$ cat config.mk
export PLATFORM = sky130hd
export DESIGN_NAME = vga_timing_gen_flat
export DESIGN_NICKNAME = d
export VERILOG_FILES = /design/src/rtl/vga_timing_gen_if.sv /design/src/rtl/vga_timing_gen.sv /design/src/flat_wrapper.sv
export SDC_FILE = /design/constraint.sdc
export NUM_CORES = 1
export LEC_CHECK = 0
export ABC_AREA = 0
export ABC_CLOCK_PERIOD_IN_PS = 3580
export CORE_MARGIN = 2
export CORE_UTILIZATION = 45
export CTS_CLUSTER_SIZE = 20
export DETAILED_ROUTE_END_ITERATION = 12
export HOLD_SLACK_MARGIN = 0.15
export PLACE_DENSITY = 0.68
export SYNTH_ARGS = -nofsm -noshare
export SYNTH_HDL_FRONTEND = slang
export SYNTH_SLANG_ARGS = --single-unit
$ cat constraint.sdc
create_clock -name CLK -period 3.58 [get_ports CLK]
set_input_delay 0.895 -clock CLK [delete_from_list [all_inputs] [get_ports CLK]]
set_output_delay 0.895 -clock CLK [all_outputs]
set_load 0.05 [all_outputs]
$ cat src/rtl/vga_timing_gen_if.sv
// Raster interface between the VGA timing source and the display block.
interface vga_timing_gen_if;
  logic [9:0] col;
  logic [9:0] row;
  logic       hsync;
  logic       vsync;
  logic       hnotactive;
  logic       vnotactive;
  logic       frame_start;
  logic       pix_en;

  modport master (output col, row, hsync, vsync, hnotactive, vnotactive, frame_start, pix_en);
  modport slave  (input  col, row, hsync, vsync, hnotactive, vnotactive, frame_start, pix_en);
endinterface

$ cat src/rtl/vga_timing_gen.sv
// 640x480@60 raster timing source: col/row counters, sync pulses, blanking flags, frame_start.
// Define VGA_PIXEL_DIV_EN to derive a half-rate pixel strobe from CLK; otherwise pix_en is 1.
module vga_timing_gen #(
  parameter int H_ACTIVE = 640,
  parameter int H_FP     = 16,
  parameter int H_SYNC   = 96,
  parameter int H_BP     = 48,
  parameter int V_ACTIVE = 480,
  parameter int V_FP     = 10,
  parameter int V_SYNC   = 2,
  parameter int V_BP     = 33,
  parameter bit SYNC_POL = 1'b0
) (
  input logic              CLK,
  input logic              RST,
  vga_timing_gen_if.master vga
);
  localparam int H_TOTAL = H_ACTIVE + H_FP + H_SYNC + H_BP;
  localparam int V_TOTAL = V_ACTIVE + V_FP + V_SYNC + V_BP;

  if (H_TOTAL > 1024 || V_TOTAL > 1024) begin : g_bad_totals
    $error("vga_timing_gen: H_TOTAL/V_TOTAL must fit 10-bit counters");
  end

  localparam logic [9:0] C_H_ACT  = 10'(H_ACTIVE);
  localparam logic [9:0] C_HS_BEG = 10'(H_ACTIVE + H_FP);
  localparam logic [9:0] C_HS_END = 10'(H_ACTIVE + H_FP + H_SYNC);
  localparam logic [9:0] C_H_LAST = 10'(H_TOTAL - 1);
  localparam logic [9:0] C_V_ACT  = 10'(V_ACTIVE);
  localparam logic [9:0] C_VS_BEG = 10'(V_ACTIVE + V_FP);
  localparam logic [9:0] C_VS_END = 10'(V_ACTIVE + V_FP + V_SYNC);
  localparam logic [9:0] C_V_LAST = 10'(V_TOTAL - 1);

  typedef enum logic [1:0] {H_ACT, H_FRONT, H_SYNC_S, H_BACK} hstate_t;
  typedef enum logic [1:0] {V_ACT, V_FRONT, V_SYNC_S, V_BACK} vstate_t;

  hstate_t    hstate;
  vstate_t    vstate;
  logic [9:0] col, row;
  logic       hsync, vsync, hnotactive, vnotactive, frame_start, pix_en;
  logic       eol, eof;
  logic [9:0] col_nxt, row_nxt;
`ifdef VGA_PIXEL_DIV_EN
  logic       phase;
`endif

  assign eol     = (col == C_H_LAST);
  assign eof     = eol && (row == C_V_LAST);
  assign col_nxt = eol ? '0 : col + 10'd1;
  assign row_nxt = eof ? '0 : (eol ? row + 10'd1 : row);

  // Flags are updated together with the counters so they always describe the shown col/row.
  always_ff @(posedge CLK) begin
    if (RST) begin
      col         <= '0;
      row         <= '0;
      hstate      <= H_ACT;
      vstate      <= V_ACT;
      hsync       <= ~SYNC_POL;
      vsync       <= ~SYNC_POL;
      hnotactive  <= 1'b0;
      vnotactive  <= 1'b0;
      frame_start <= 1'b0;
`ifdef VGA_PIXEL_DIV_EN
      phase       <= 1'b0;
      pix_en      <= 1'b0;
`else
      pix_en      <= 1'b1;
`endif
    end else begin
`ifdef VGA_PIXEL_DIV_EN
      // Strobe lands on the 2nd edge after release, then every other edge.
      phase  <= ~phase;
      pix_en <= phase;
`else
      pix_en <= 1'b1;
`endif
      frame_start <= pix_en && eof;
      if (pix_en) begin
        col <= col_nxt;
        unique case (hstate)
          H_ACT:    if (col_nxt == C_H_ACT)  begin hstate <= H_FRONT;  hnotactive <= 1'b1; end
          H_FRONT:  if (col_nxt == C_HS_BEG) begin hstate <= H_SYNC_S; hsync <= SYNC_POL; end
          H_SYNC_S: if (col_nxt == C_HS_END) begin hstate <= H_BACK;   hsync <= ~SYNC_POL; end
          H_BACK:   if (col_nxt == '0)       begin hstate <= H_ACT;    hnotactive <= 1'b0; end
        endcase
        if (eol) begin
          row <= row_nxt;
          unique case (vstate)
            V_ACT:    if (row_nxt == C_V_ACT)  begin vstate <= V_FRONT;  vnotactive <= 1'b1; end
            V_FRONT:  if (row_nxt == C_VS_BEG) begin vstate <= V_SYNC_S; vsync <= SYNC_POL; end
            V_SYNC_S: if (row_nxt == C_VS_END) begin vstate <= V_BACK;   vsync <= ~SYNC_POL; end
            V_BACK:   if (row_nxt == '0)       begin vstate <= V_ACT;    vnotactive <= 1'b0; end
          endcase
        end
      end
    end
  end

  assign vga.col         = col;
  assign vga.row         = row;
  assign vga.hsync       = hsync;
  assign vga.vsync       = vsync;
  assign vga.hnotactive  = hnotactive;
  assign vga.vnotactive  = vnotactive;
  assign vga.frame_start = frame_start;
  assign vga.pix_en      = pix_en;
endmodule

$ cat src/flat_wrapper.sv
// flat-port wrapper written by rule: the top's interface ports become plain ports
module vga_timing_gen_flat 
#(
  parameter int H_ACTIVE = 640,
  parameter int H_FP     = 16,
  parameter int H_SYNC   = 96,
  parameter int H_BP     = 48,
  parameter int V_ACTIVE = 480,
  parameter int V_FP     = 10,
  parameter int V_SYNC   = 2,
  parameter int V_BP     = 33,
  parameter bit SYNC_POL = 1'b0
)
  (CLK, RST, vga_col, vga_row, vga_hsync, vga_vsync, vga_hnotactive, vga_vnotactive, vga_frame_start, vga_pix_en);
  vga_timing_gen_if vga_i ();
  input logic CLK;
  input logic RST;
  output wire logic [$bits(vga_i.col)-1:0] vga_col;
  output wire logic [$bits(vga_i.row)-1:0] vga_row;
  output wire logic [$bits(vga_i.hsync)-1:0] vga_hsync;
  output wire logic [$bits(vga_i.vsync)-1:0] vga_vsync;
  output wire logic [$bits(vga_i.hnotactive)-1:0] vga_hnotactive;
  output wire logic [$bits(vga_i.vnotactive)-1:0] vga_vnotactive;
  output wire logic [$bits(vga_i.frame_start)-1:0] vga_frame_start;
  output wire logic [$bits(vga_i.pix_en)-1:0] vga_pix_en;
  assign vga_col = vga_i.col;
  assign vga_row = vga_i.row;
  assign vga_hsync = vga_i.hsync;
  assign vga_vsync = vga_i.vsync;
  assign vga_hnotactive = vga_i.hnotactive;
  assign vga_vnotactive = vga_i.vnotactive;
  assign vga_frame_start = vga_i.frame_start;
  assign vga_pix_en = vga_i.pix_en;
  vga_timing_gen #(.H_ACTIVE(H_ACTIVE), .H_FP(H_FP), .H_SYNC(H_SYNC), .H_BP(H_BP), .V_ACTIVE(V_ACTIVE), .V_FP(V_FP), .V_SYNC(V_SYNC), .V_BP(V_BP), .SYNC_POL(SYNC_POL)) u_core (.CLK(CLK), .RST(RST), .vga(vga_i));
endmodule
**Word-level counts from Yosys, hierarchy flattened**

Index checks and enable logic that the tools add are counted.

- Bits in registers: 29

- Reduce and logical (&&, ||, !) cells: 15
- Equality and inequality tests: 22
- Add/subtract/negate cells: 2
- Muxes and demuxes: 25

Operator list:

| kind | number |
|---|---|
| 10-bit == test (second input constant) | 5 |
| 10-bit by 9-bit == test with 1-bit output (second input constant) | 3 |
| 10-bit 2-to-1 mux | 3 |
| 10-bit by 1-bit adder with 10-bit output (second input constant) | 2 |
| 10-bit logical NOT | 2 |
| 2-bit 2-to-1 mux | 8 |
| 2-bit by 1-bit != test with 1-bit output (second input constant) | 8 |
| 2-bit one-hot mux with 4 select lines | 2 |
| 4-bit AND reduction | 3 |
| 2-bit == test (second input constant) | 4 |
| 1-bit 2-to-1 mux | 8 |
| 1-bit one-hot mux with 2 select lines | 4 |
| 2-bit nonzero test | 4 |
| 3-bit AND reduction | 2 |
| 5-bit AND reduction | 1 |
| 2-bit by 1-bit == test with 1-bit output (second input constant) | 2 |
| 2-bit logical NOT | 2 |
| 1-bit logical AND | 1 |

**Logic depth before layout (Yosys ltp)**

Gate-level depths: netlist of the first run.

- Word-level depth: 6
- Gate-level depth with buffers: 9
- Depth with buffers taken out: 9

**Least setup slack after synthesis of the first run**

Ideal clock, no wire load.

- Kind: register to register
- Start: register u_core.col[0] (netlist: u_core.vga.col[0])
- End: register u_core.vstate[0]
- Buffers on the path: 0
- Setup time: 116 ps
- Setup slack: 455 ps
- Arrival time: 3009 ps
- Cell stages (with the launch flop): 9
- Path through: dfxtp_1 ha_1 nand4_1 nor4_1 o2111a_1 o22ai_1 o41a_1 or4_1 o211a_1

- Word-level cells in the longest chain between the ends: 6
- Elaborated cells on any way between the ends: 13
- Those cells by class: eq/ne (8); mux (2); reduce/logical (3)

Ends and longest elaborated chain:

| item | RTL line | source |
|---|---|---|
| start, declared | vga_timing_gen.sv:39 | `logic [9:0] col, row;` |
| start signal, assigned | vga_timing_gen.sv:80 | `col <= col_nxt;` |
| 10-bit == test (*) | vga_timing_gen.sv:47 | `assign eol = (col == C_H_LAST);` |
| 10-bit 2-to-1 mux or 1-bit logical AND (tied branches) | vga_timing_gen.sv:50, vga_timing_gen.sv:48 |  |
| 10-bit 2-to-1 mux | vga_timing_gen.sv:50 | `assign row_nxt = eof ? '0 : (eol ? row + 10'd1 : row);` |
| 10-bit by 9-bit == test with 1-bit output, or another cell as far along | vga_timing_gen.sv:90 | `V_ACT: if (row_nxt == C_V_ACT) begin vstate <= V_FRONT; vnotactive <= 1'b1; end` |
| 2-bit by 1-bit != test with 1-bit output (no line) | n/a |  |
| 5-bit AND reduction (no line) (*) | n/a |  |
| end signal, assigned | vga_timing_gen.sv:90 |  |
| end signal, assigned | vga_timing_gen.sv:91 | `V_FRONT: if (row_nxt == C_VS_BEG) begin vstate <= V_SYNC_S; vsync <= SYNC_POL; end` |
| end signal, assigned | vga_timing_gen.sv:92 | `V_SYNC_S: if (row_nxt == C_VS_END) begin vstate <= V_BACK; vsync <= ~SYNC_POL; end` |
| end, declared | vga_timing_gen.sv:38 | `vstate_t vstate;` |

Mark *: on every way between the ends. The rest lies on a longest branch, timed or not.
A chain may end at the register's enable or synchronous reset.

**Worst setup path in the final report of the first run**

Same ends and word-level chain as after synthesis.

==> results of run 1 <==
worst register-to-register path: stages, from the launching register on:
cell and delay, ps:
dfxtp_1 440, ha_1 310, nand4_1 360, nor4_1 610, o2111a_1 280, o22ai_1 70, o41a_1 420, or4_1 420
o211a_1 140
routing by layer:
layer	part of all wire (%)	vias up	track usage, %
li1	-	948	-
met1	48	893	28.5
met2	44	60	31.4
met3	6.0	10	4.99
met4	1.7	0	9.85
met5	0	-	0
cell type report:
cell class | count | share of cell area (%)
Inverter | 15 | 2.34
Timing Repair Buffer | 28 | 11.5
Clock buffer | 7 | 3.59
Multi-Input combinational cell | 189 | 54.5
Sequential cell | 29 | 24.2
Clock inverter | 1 | 1.25
Tap cell | 52 | 2.71
metrics by stage:
stage          power, mW  hold WS (ps)
6_report           0.722           492
5_1_grt            0.741           539
4_1_cts            0.730           500
3_5_place_dp       0.371           490
3_3_place_gp       0.370           486
2_1_floorplan      0.362           468
cells by family after synthesis:
| kind of cell | after synthesis | share of synthesized area (%) |
|---|---|---|
| fa+ha+maj | 12 | 7.40 |
| flops | 29 | 28.6 |
| mux | 5 | 2.59 |
| compound gates | 58 | 20.9 |
| other cells | 1 | 0.185 |
| xor+xnor | 13 | 5.61 |
| simple gates | 100 | 27.8 |
| buf+inv | 30 | 6.90 |
cells in the final DEF (no fill, tap or decap), types with 2 or more instances in the layout:
cell type	synthesis	routed
a41oi_1	5	5
and3b_1	2	2
o211a_1	2	2
ha_1	12	12
xnor2_1	7	7
a21oi_1	6	6
nor2_1	25	25
a31oi_1	5	5
nor2b_1	2	2
dfxtp_1	29	29
or2_2	3	3
mux2_2	2	2
clkdlybuf4s50_1	0	26
o21ai_0	12	12
nand4_1	5	5
mux2i_1	3	3
and2_1	4	4
a21boi_0	2	2
nand2_1	14	14
o31ai_1	4	4
buf_4	2	2
nor3_1	12	12
nand3_1	9	9
or3_1	2	2
clkbuf_8	0	6
inv_1	15	15
o2111a_1	3	3
and3_1	5	5
xor2_1	6	6
a211oi_1	3	3
worst max path at each step:
stage	cells after the start	slack [ps]	end
floorplan	8	450	u_core.vstate[0]
global placement	8	580	u_core.vstate[0]
detailed placement	8	480	u_core.vstate[0]
CTS	8	410	u_core.vstate[0]
global route	8	120	u_core.vstate[0]
finish	8	420	u_core.vstate[0]
report_power, final:
| part | switching, mW | internal [mW] | total, mW |
|---|---|---|---|
| clock | 0.132 | 0.227 | 0.358 |
| sequential | 0.00504 | 0.326 | 0.331 |
| combinational | 0.0228 | 0.0104 | 0.0331 |
sequential cells by signal, indices dropped and copies added (netlist names):
| name | cells |
|---|---|
| u_core.hstate | 2 |
| u_core.vga.col | 10 |
| u_core.vga.frame_start | 1 |
| u_core.vga.hnotactive | 1 |
| u_core.vga.hsync | 1 |
| u_core.vga.row | 10 |
| u_core.vga.vnotactive | 1 |
| u_core.vga.vsync | 1 |
| u_core.vstate | 2 |
==> key figures, run 1 <==
Synthesis
  – Synth top cells by count: dfxtp_1, nor2_1, inv_1
  – Async SR Flop Fraction: 0%
  – Post-synthesis cell count: 248
  – Post-synth cell types: 67
  – Synth top area share: 28.6%
  – Ys Warns: 0
  – Syn Area/Cell: 8.18 um^2
  – Synth area leaders: dfxtp_1, ha_1, nor2_1
  – Synth Net Count: about 260
  – Number of synthesized register bits: 29
  – Number of synthesized flops with an enable pin: 0
  – Synth Flop Type: dfxtp_1
  – Netlist Area Pre-Place: 2030 um^2
  – Most frequent cell after synthesis: dfxtp_1
  – Cell type with the largest total area after synthesis: dfxtp_1
  – Seq/Total Area, Yosys: 28.6%

Cells and area
  – Seq. cell area: 581 um^2
  – Number of antenna diodes: 0
  – Finished Cell Area: 2400 um^2
  – Fillcell total: 400
  – Multi-input gate area: about 1300 um^2
  – Utilization after layout: 55.2%
  – Nets: 282
  – Area grow syn2layout: 18.4%
  – Layout cell share with drive strength beyond 1: roughly 8.9%
  – Post-Layout Cell Count: between 300 and 400

STA
  – Unrepaired setup endpoints after global routing: false
  – Actual slew at the worst max-slew pin: 584 ps
  – Final Skew: 11.0 ps
  – Final critical path time including I/O delays and setup: 3160 ps
  – Max Clk Rate: 316 MHz
  – Final worst path period share: about nine tenths
  – Worst relative slew slack: 60.6%
  – Total negative slack: 0 ps
  – Final Hold Viols: 0
  – Slew Limit Fails: 0
  – Setup slack after layout: about 420 ps
  – Setup violators final: 0

GRT
  – Vias in the first global route: 1811
  – Total Routing Usage GR: 21.0%
  – Largest net degree at the start of global routing: 14
  – Initial antenna violation count: 0
  – Global-route wire length before repair: 8.47 mm
  – GRT overflow: 0

Clock network
  – Clock-pin slew on the worst setup and hold paths: about 70 ps
  – CTS Hold Bufs: 0
  – CTS sink cnt: 29
  – H-tree level count: 2
  – CTS max path bufs: 2
  – Clock Root Buffer: clkbuf_8
  – CTS tree: done
  – TritonCTS buffer count: 5
  – Later-pin clock latency in the skew report: 290 ps
  – Post-CTS Setup Repair Bufs: 0
  – Post-CTS sizing: 0

Worst setup path
  – CP bufs+invs: 0
  – Slowest cell on crit path: nor4_1
  – Crit end category: flip-flop
  – FF-to-FF Start: u_core.vga.col[0]
  – Critical Path RT: 3760 ps
  – Crit-path max cell delay: just over 600 ps
  – CP Cell Sequence: ha_1 -> nand4_1 -> nor4_1 -> o2111a_1 -> o22ai_1 -> o41a_1 -> or4_1 -> o211a_1
  – Worst R2R Path Depth: 8
  – Crit path launch: u_core.vga.col[0]
  – Startpoint Class: flip-flop
  – Worst Path Arrival: between 3000 and 4000 ps
  – Setup CP Type: flip-flop to flip-flop
  – Max FO, Critical Path: 7
  – R2r endpoint: u_core.vstate[0]
  – Reg-to-reg slack, setup: 420 ps
  – Crit path max-delay family: simple AND/OR/NAND/NOR gates

Floorplan
  – Die X: 71.2 um
  – Chip Height: between 70 and 80 um
  – Starting Density: 46.6%
  – Row cnt: 24
  – IO Count: 28
  – Core box area: 4350 um^2
  – Die area: 5060 um^2

Min path
  – Hold path cells: 2
  – Endpoint, Worst Hold: u_core.hstate[1]
  – Worst hold path class: flip-flop to flip-flop
  – Hold Startpoint: u_core.hstate[1]

Routing
  – Avg WL per Cell: between 10 and 15 um
  – Total Wirelength: around 4.8 mm
  – Antenna-violating nets left: 0
  – Initial DRC count: 165
  – Drt first pass iters: 4
  – Vias: 1911
  – Post-route DRC: 0
  – Vias per cell: slightly below 6

Placed design
  – Placed cell areas: 2290 um^2
  – HPWL after DPL: 3.45 mm
  – Placer Congestion: 0.880
  – Number of port buffers: 26
  – Worst slack, placed: 476 ps
  – Inst Count DP: 313

Pwr
  – Cell Pwr Density: 301 nW/um^2
  – P_leak: 0.865 nW
  – Maximum VDD drop: 0.160 mV

Job
  – Max cap viols: 0

Run status
  – Status: complete, no violations
Note: power is estimated with default switching activity, not from simulation.
==> inputs of run 2 (changes only) <==
CTS_CLUSTER_DIAMETER = 40   (was not set)
==> results of run 2 <==
No change in the layout: final DEF, timing and power equal those of run 1.
